===== src/rtl/pea_pkg.sv =====
// pea_pkg: shared PEA encodings, status-word field offsets and helpers
package pea_pkg;

    typedef enum logic [2:0] {
        GET_COMMAND = 3'b000,
        STP         = 3'b001,
        EVP         = 3'b010,
        EVB         = 3'b011,
        OUTPUT      = 3'b100,
        RST         = 3'b101
    } mode_t;

    typedef enum logic [1:0] {
        TAG_SH = 2'b00,
        TAG_SL = 2'b01,
        TAG_RH = 2'b10,
        TAG_RL = 2'b11
    } tag_t;

    localparam int WS_DEF        = 16;
    localparam int STAT_ERR_BIT  = WS_DEF + 3;
    localparam int STAT_MODE_LSB = WS_DEF;
    localparam int STAT_CNT_MSB  = WS_DEF - 1;

    function automatic int log2(input int v);
        int r;
        r = 0;
        for (int i = 0; i < 31; i++)
            if ((1 << i) <= v) r = i;
        return r;
    endfunction

endpackage


===== src/rtl/pea_result_reader_if.sv =====
// pea_result_reader_if: FIFO read ports plus tagged host half-word stream
interface pea_result_reader_if #(
    parameter int WS = 16,
    parameter int PW = pea_pkg::log2(1024) + 1
);
    logic [PW-1:0]   status_population;
    logic            status_rd_en;
    logic [2*WS-1:0] status_data;
    logic [PW-1:0]   result_population;
    logic            result_rd_en;
    logic [2*WS-1:0] result_data;
    logic [WS-1:0]   out_data;
    logic [1:0]      out_tag;
    logic            out_last;
    logic            out_valid;
    logic            out_ready;
    logic [15:0]     frames_done;

    modport master (
        input  status_population, status_data, result_population, result_data, out_ready,
        output status_rd_en, result_rd_en, out_data, out_tag, out_last, out_valid, frames_done
    );

    modport slave (
        output status_population, status_data, result_population, result_data, out_ready,
        input  status_rd_en, result_rd_en, out_data, out_tag, out_last, out_valid, frames_done
    );
endinterface


===== src/rtl/pea_result_reader.sv =====
// pea_result_reader: drains PEA status/result FIFOs into a tagged half-word host stream
module pea_result_reader
    import pea_pkg::*;
#(
    parameter int word_size   = 16,
    parameter int buffer_size = 1024
) (
    input logic clk,
    input logic rst,
    pea_result_reader_if.master bus
);
    localparam int PW = log2(buffer_size) + 1;

    typedef enum logic [3:0] {
        IDLE, RD_S, CAP_S, TX_SH, TX_SL, WAIT_R, RD_R, CAP_R, TX_RH, TX_RL
    } state_t;

    state_t                 state, state_nx;
    logic [2*word_size-1:0] hold;
    logic [word_size-1:0]   remaining;
    logic [15:0]            frames_done;
    logic                   tx, hs, last;

    assign tx   = state inside {TX_SH, TX_SL, TX_RH, TX_RL};
    assign hs   = tx && bus.out_ready;
    assign last = remaining == '0;
    assign bus.frames_done = frames_done;

    // state register; reset abandons any frame in progress
    always_ff @(posedge clk or negedge rst)
        if (!rst) state <= IDLE;
        else      state <= state_nx;

    // next state: one FIFO entry in flight, pops only when nothing is pending
    always_comb begin
        state_nx = state;
        case (state)
            IDLE:    state_nx = bus.status_population != PW'(0) ? RD_S : IDLE;
            RD_S:    state_nx = CAP_S;
            CAP_S:   state_nx = TX_SH;
            TX_SH:   state_nx = hs ? TX_SL : TX_SH;
            TX_SL:   state_nx = hs ? (last ? IDLE : WAIT_R) : TX_SL;
            WAIT_R:  state_nx = bus.result_population != PW'(0) ? RD_R : WAIT_R;
            RD_R:    state_nx = CAP_R;
            CAP_R:   state_nx = TX_RH;
            TX_RH:   state_nx = hs ? TX_RL : TX_RH;
            TX_RL:   state_nx = hs ? (last ? IDLE : WAIT_R) : TX_RL;
            default: state_nx = IDLE;
        endcase
    end

    // outputs decoded from registered state and hold only
    always_comb begin
        bus.status_rd_en = state == RD_S;
        bus.result_rd_en = state == RD_R;
        bus.out_valid    = tx;
        bus.out_tag      = state == TX_SL ? TAG_SL : state == TX_RH ? TAG_RH :
                           state == TX_RL ? TAG_RL : TAG_SH;
        bus.out_data     = state inside {TX_SH, TX_RH} ? hold[2*word_size-1:word_size] :
                           state inside {TX_SL, TX_RL} ? hold[word_size-1:0] : '0;
        bus.out_last     = state inside {TX_SL, TX_RL} && last;
    end

    // hold register, remaining result count and completed-frame counter
    always_ff @(posedge clk or negedge rst)
        if (!rst) begin
            hold        <= '0;
            remaining   <= '0;
            frames_done <= '0;
        end else begin
            if (state == CAP_S) begin
                hold      <= bus.status_data;
                remaining <= bus.status_data[word_size-1:0];
            end
            if (state == CAP_R) begin
                hold      <= bus.result_data;
                remaining <= last ? remaining : remaining - 1'b1;
            end
            if (hs && bus.out_last) frames_done <= frames_done + 1'b1;
        end

endmodule


===== src/flat_wrapper.sv =====
// flat-port wrapper written by rule: the top's interface ports become plain ports
module pea_result_reader_flat import pea_pkg::*;
#(
    parameter int word_size   = 16,
    parameter int buffer_size = 1024
)
  (clk, rst, bus_status_population, bus_status_data, bus_result_population, bus_result_data, bus_out_ready, bus_status_rd_en, bus_result_rd_en, bus_out_data, bus_out_tag, bus_out_last, bus_out_valid, bus_frames_done);
  pea_result_reader_if #(.WS((16)), .PW((log2(1024) + 1))) bus_i ();
  input logic clk;
  input logic rst;
  input wire logic [$bits(bus_i.status_population)-1:0] bus_status_population;
  input wire logic [$bits(bus_i.status_data)-1:0] bus_status_data;
  input wire logic [$bits(bus_i.result_population)-1:0] bus_result_population;
  input wire logic [$bits(bus_i.result_data)-1:0] bus_result_data;
  input wire logic [$bits(bus_i.out_ready)-1:0] bus_out_ready;
  output wire logic [$bits(bus_i.status_rd_en)-1:0] bus_status_rd_en;
  output wire logic [$bits(bus_i.result_rd_en)-1:0] bus_result_rd_en;
  output wire logic [$bits(bus_i.out_data)-1:0] bus_out_data;
  output wire logic [$bits(bus_i.out_tag)-1:0] bus_out_tag;
  output wire logic [$bits(bus_i.out_last)-1:0] bus_out_last;
  output wire logic [$bits(bus_i.out_valid)-1:0] bus_out_valid;
  output wire logic [$bits(bus_i.frames_done)-1:0] bus_frames_done;
  assign bus_i.status_population = bus_status_population;
  assign bus_i.status_data = bus_status_data;
  assign bus_i.result_population = bus_result_population;
  assign bus_i.result_data = bus_result_data;
  assign bus_i.out_ready = bus_out_ready;
  assign bus_status_rd_en = bus_i.status_rd_en;
  assign bus_result_rd_en = bus_i.result_rd_en;
  assign bus_out_data = bus_i.out_data;
  assign bus_out_tag = bus_i.out_tag;
  assign bus_out_last = bus_i.out_last;
  assign bus_out_valid = bus_i.out_valid;
  assign bus_frames_done = bus_i.frames_done;
  pea_result_reader #(.word_size(word_size), .buffer_size(buffer_size)) u_core (.clk(clk), .rst(rst), .bus(bus_i));
endmodule

===== config.mk =====
export PLATFORM = sky130hd
export DESIGN_NAME = pea_result_reader_flat
export DESIGN_NICKNAME = d
export VERILOG_FILES = /design/src/rtl/pea_pkg.sv /design/src/rtl/pea_result_reader_if.sv /design/src/rtl/pea_result_reader.sv /design/src/flat_wrapper.sv
export SDC_FILE = /design/constraint.sdc
export NUM_CORES = 1
export LEC_CHECK = 0
export ABC_AREA = 1
export CORE_ASPECT_RATIO = 0.5
export CORE_MARGIN = 5
export CORE_UTILIZATION = 47
export CTS_BUF_LIST = sky130_fd_sc_hd__clkbuf_16
export CTS_CLUSTER_SIZE = 28
export DETAILED_ROUTE_END_ITERATION = 8
export PLACE_DENSITY = 0.81
export SYNTH_ARGS = -nofsm -noshare
export SYNTH_HDL_FRONTEND = slang
export SYNTH_SLANG_ARGS = --single-unit

===== constraint.sdc =====
create_clock -name clk -period 1.8 [get_ports clk]
set_input_delay 0.36 -clock clk [delete_from_list [all_inputs] [get_ports clk]]
set_output_delay 0.36 -clock clk [all_outputs]
set_load 0.05 [all_outputs]

==> results.yml <==
cts:
  tritoncts: "yes"
  cts_num_sinks: 68
  clk_pin_slew_ns: 0.06
  root_buffer: "clkbuf_16"
  numCtsBuffers: 9
  htree_levels: 3
  cts_buffer_depth: 2
  clk_latency_ns: 0.33
sta:
  finalSetupViolations: 21
  tightest_slew_ns: 0.349
  period_minus_slack_ns: 2.17
  setup_tns_ns: -6.37
  finalMaxSlewViolations: 0
  rsz0062_at_grt: "yes"
  hold_viol: 0
  finalWorstSetupSlack_ns: -0.367
  fmaxAchievable_mhz: 462
  period_share: 1.20
  relSlewSlack: 0.767
  holdWs_ns: 0.461
  finClkSkew_ns: 0.00764
setup_path:
  endpoint_kind: "primary output"
  critPathLaunchType: "flip-flop"
  cp-startpoint: "u_core.state[1]"
  critPathRequiredTime_ns: 1.44
  arrival_ns: 1.81
  criticalPathCategory: "reg2out"
  path_max_fanout: 8
  r2r-start: "u_core.state[3]"
floorplanning:
  die_h_um: 75.4
  fp.dieArea_mm2: 0.0106
  die_w_um: 141
  rows: 23
  core_area_mm2: 0.00817
  ios: 127
  start_util: 0.493
global_routing:
  antenna_found_initial: 0
  gr-total-overflow: 0
  first_global_vias: 4452
  grt_pass1_wl_mm: 21.9
  grt_max_degree: 38
  grt_usage: 0.260
route:
  routed_wirelength_mm: 14.0
  antenna_left: 0
  via_per_inst: 5.38
  drc_errors: 0
  initialDrtViolationCount: 325
  vias: 4587
  wl_per_cell_um: 16.4
  first_pass_iters: 5
pwr:
  seqPwrFrac: 0.259
  p_sw_mw: 4.57
  vdd_drop_max_mv: 0.895
  p_sw_frac: 0.457
  power_density_mw_per_mm2: 1590
  p_comb_frac: 0.571
  p_clk_frac: 0.170
  p_int_mw: 5.43
  leakagePower_nw: 2.88
place:
  port_buffers: 126
  place_ws_ns: -0.0547
  placed_area_mm2: 0.00569
  hpwlAfterDp_mm: 9.71
  gp_congestion: 0.912
layout:
  n_antenna_cell: 0
  design_area_mm2: 0.00629
  fin_nets: 829
  area_growth_pct: 56.3
  post-route-util: 0.770
  drive_above_1_share: 0.205
hold_path:
  hp-class: "in2async"
logic_synthesis:
  post-synth-top-area-cell: "dfrtp_1"
  postSynthCellCount: 579
  synthTopCellsByArea: "dfrtp_1 (42%), nand2_1 (18%), nor2_1 (8.1%)"
  ys_types: 28
  mappedNetlistNets: 671
  synth_top_area_frac: 0.423
  yosysSeqAreaShare: 0.423
  syn_avg_cell_area_um2: 6.95
  ys_warn_count: 0
  syn_area_mm2: 0.00403
  ys_seq_elements: 68
flow_run:
  maxCapViolCount: 0
outcome:
  status: "complete, but fails checks"
  violations: "setup timing"
-- synth_stat cells --
library cell / number
buf_4: 2
ha_1: 3
nand2_1: 191
nand3b_1: 2
inv_2: 2
nor2b_1: 2
dfrtp_1: 68
o22ai_1: 16
nand2_2: 3
a21oi_1: 3
inv_1: 47
a21boi_0: 2
nor2_2: 1
nand4_1: 3
o21bai_1: 1
nand3_1: 26
o21ai_0: 58
nor3_1: 6
o21ai_1: 1
buf_6: 4
a211oi_1: 1
nor3b_1: 2
buf_2: 10
xor2_1: 3
xnor2_1: 13
a31oi_1: 16
clkbuf_1: 6
nor2_1: 87
-- cell type report --
| class | count | area, µm² |
|---|---|---|
| tap | 112 | 140 |
| timing repair buffer | 168 | 1710 |
| timing repair inverter | 1 | 6.26 |
| clock buffer | 9 | 225 |
| fill | 563 | 1880 |
| clock inverter | 6 | 56.3 |
| sequential | 68 | 1700 |
| inverter | 49 | 189 |
| multi-input combinational | 440 | 2260 |
-- critical path, cell delays in order, from the launching register on --
cell and delay [ns]:
dfrtp_2 0.46, nand2_2 0.12, inv_2 0.06, nand2_2 0.08, inv_2 0.06, a31oi_4 0.28
buf_12 0.20, o21ai_4 0.06, buf_6 0.15
-- placed cells by master, fill, tap and decap left out, types with 3 or more instances in the layout --
cell | netlist | layout
clkinv_2 | 0 | 3
clkdlybuf4s50_1 | 0 | 87
nor3_1 | 6 | 4
dfrtp_1 | 68 | 66
o21ai_0 | 58 | 43
nor2_4 | 0 | 5
buf_12 | 0 | 11
nand3_1 | 26 | 24
nand4_1 | 3 | 3
o21ai_2 | 0 | 8
inv_2 | 2 | 9
a31oi_1 | 16 | 15
buf_6 | 4 | 19
clkbuf_16 | 0 | 9
xor2_1 | 3 | 3
o22ai_1 | 16 | 16
o21ai_4 | 0 | 8
buf_4 | 2 | 48
inv_1 | 47 | 39
nand2_2 | 3 | 8
nor2_1 | 87 | 74
nor2_2 | 1 | 9
nand2_1 | 191 | 185
xnor2_1 | 13 | 13
a21oi_1 | 3 | 3
-- state kept, by name, indices dropped and copies added (netlist names) --
register	count
u_core.state	4
u_core.remaining	16
u_core.hold	32
u_core.bus.frames_done	16
-- power groups by stage --
stage               Sequential, mW  Clock [mW]  Combinational (mW)
floorplan                     2.41           0                3.25
global placement              2.52           0                4.82
detailed placement            2.52           0                4.94
CTS                           2.52        1.72                5.42
global route                  2.63        1.80                6.17
finish                        2.59        1.70                5.71
-- worst paths after layout --
check | endpoint | slack, ns | depth (start not counted)
max reg2reg | u_core.bus.frames_done[3] | 0 | 13
max | bus_out_data[8] | -0.37 | 8
min in group clk | u_core.bus.frames_done[13] | 0.53 | 2
min reg2reg | u_core.bus.frames_done[13] | 0.53 | 2
min | u_core.hold[11] | 0.46 | 2
max in group asynchronous | u_core.hold[12] | 0.76 | 3
-- what timing repair did --
action / 4_1_cts / 5_1_grt
buffers inserted: 5 / 5
hold buffers: 1 / 0
gates cloned: 1 / 1
resized for setup: 46 / 25
endpoints found under the setup margin: 28 / 62
pin swaps: 7 / 7
endpoints found under the hold margin: 12 / 0
-- cells by family (layout without fill, tap and decap cells) --
family	count (synthesis)	in the layout	synth area share
buffers and inverters	71	233	0.0786
DFF	68	68	0.423
AOI/OAI and AO/OA	98	98	0.134
and+or+nand+nor	323	323	0.320
adders and majority gates	3	3	0.00932
xor gates and xnor gates	16	16	0.0348
-- routing by layer --
layer,wire [µm],GRT usage
met2,7060,0.485
met4,391,0.0838
met3,866,0.0614
met5,0,0
met1,5640,0.307
-- through the flow --
stage	cells	power [mW]
global route	853	10.6
detailed placement	828	7.46
global placement	828	7.34
CTS	849	9.66
floorplan	579	5.66
finish	853	10.0
(Power assumes the default switching activity.)
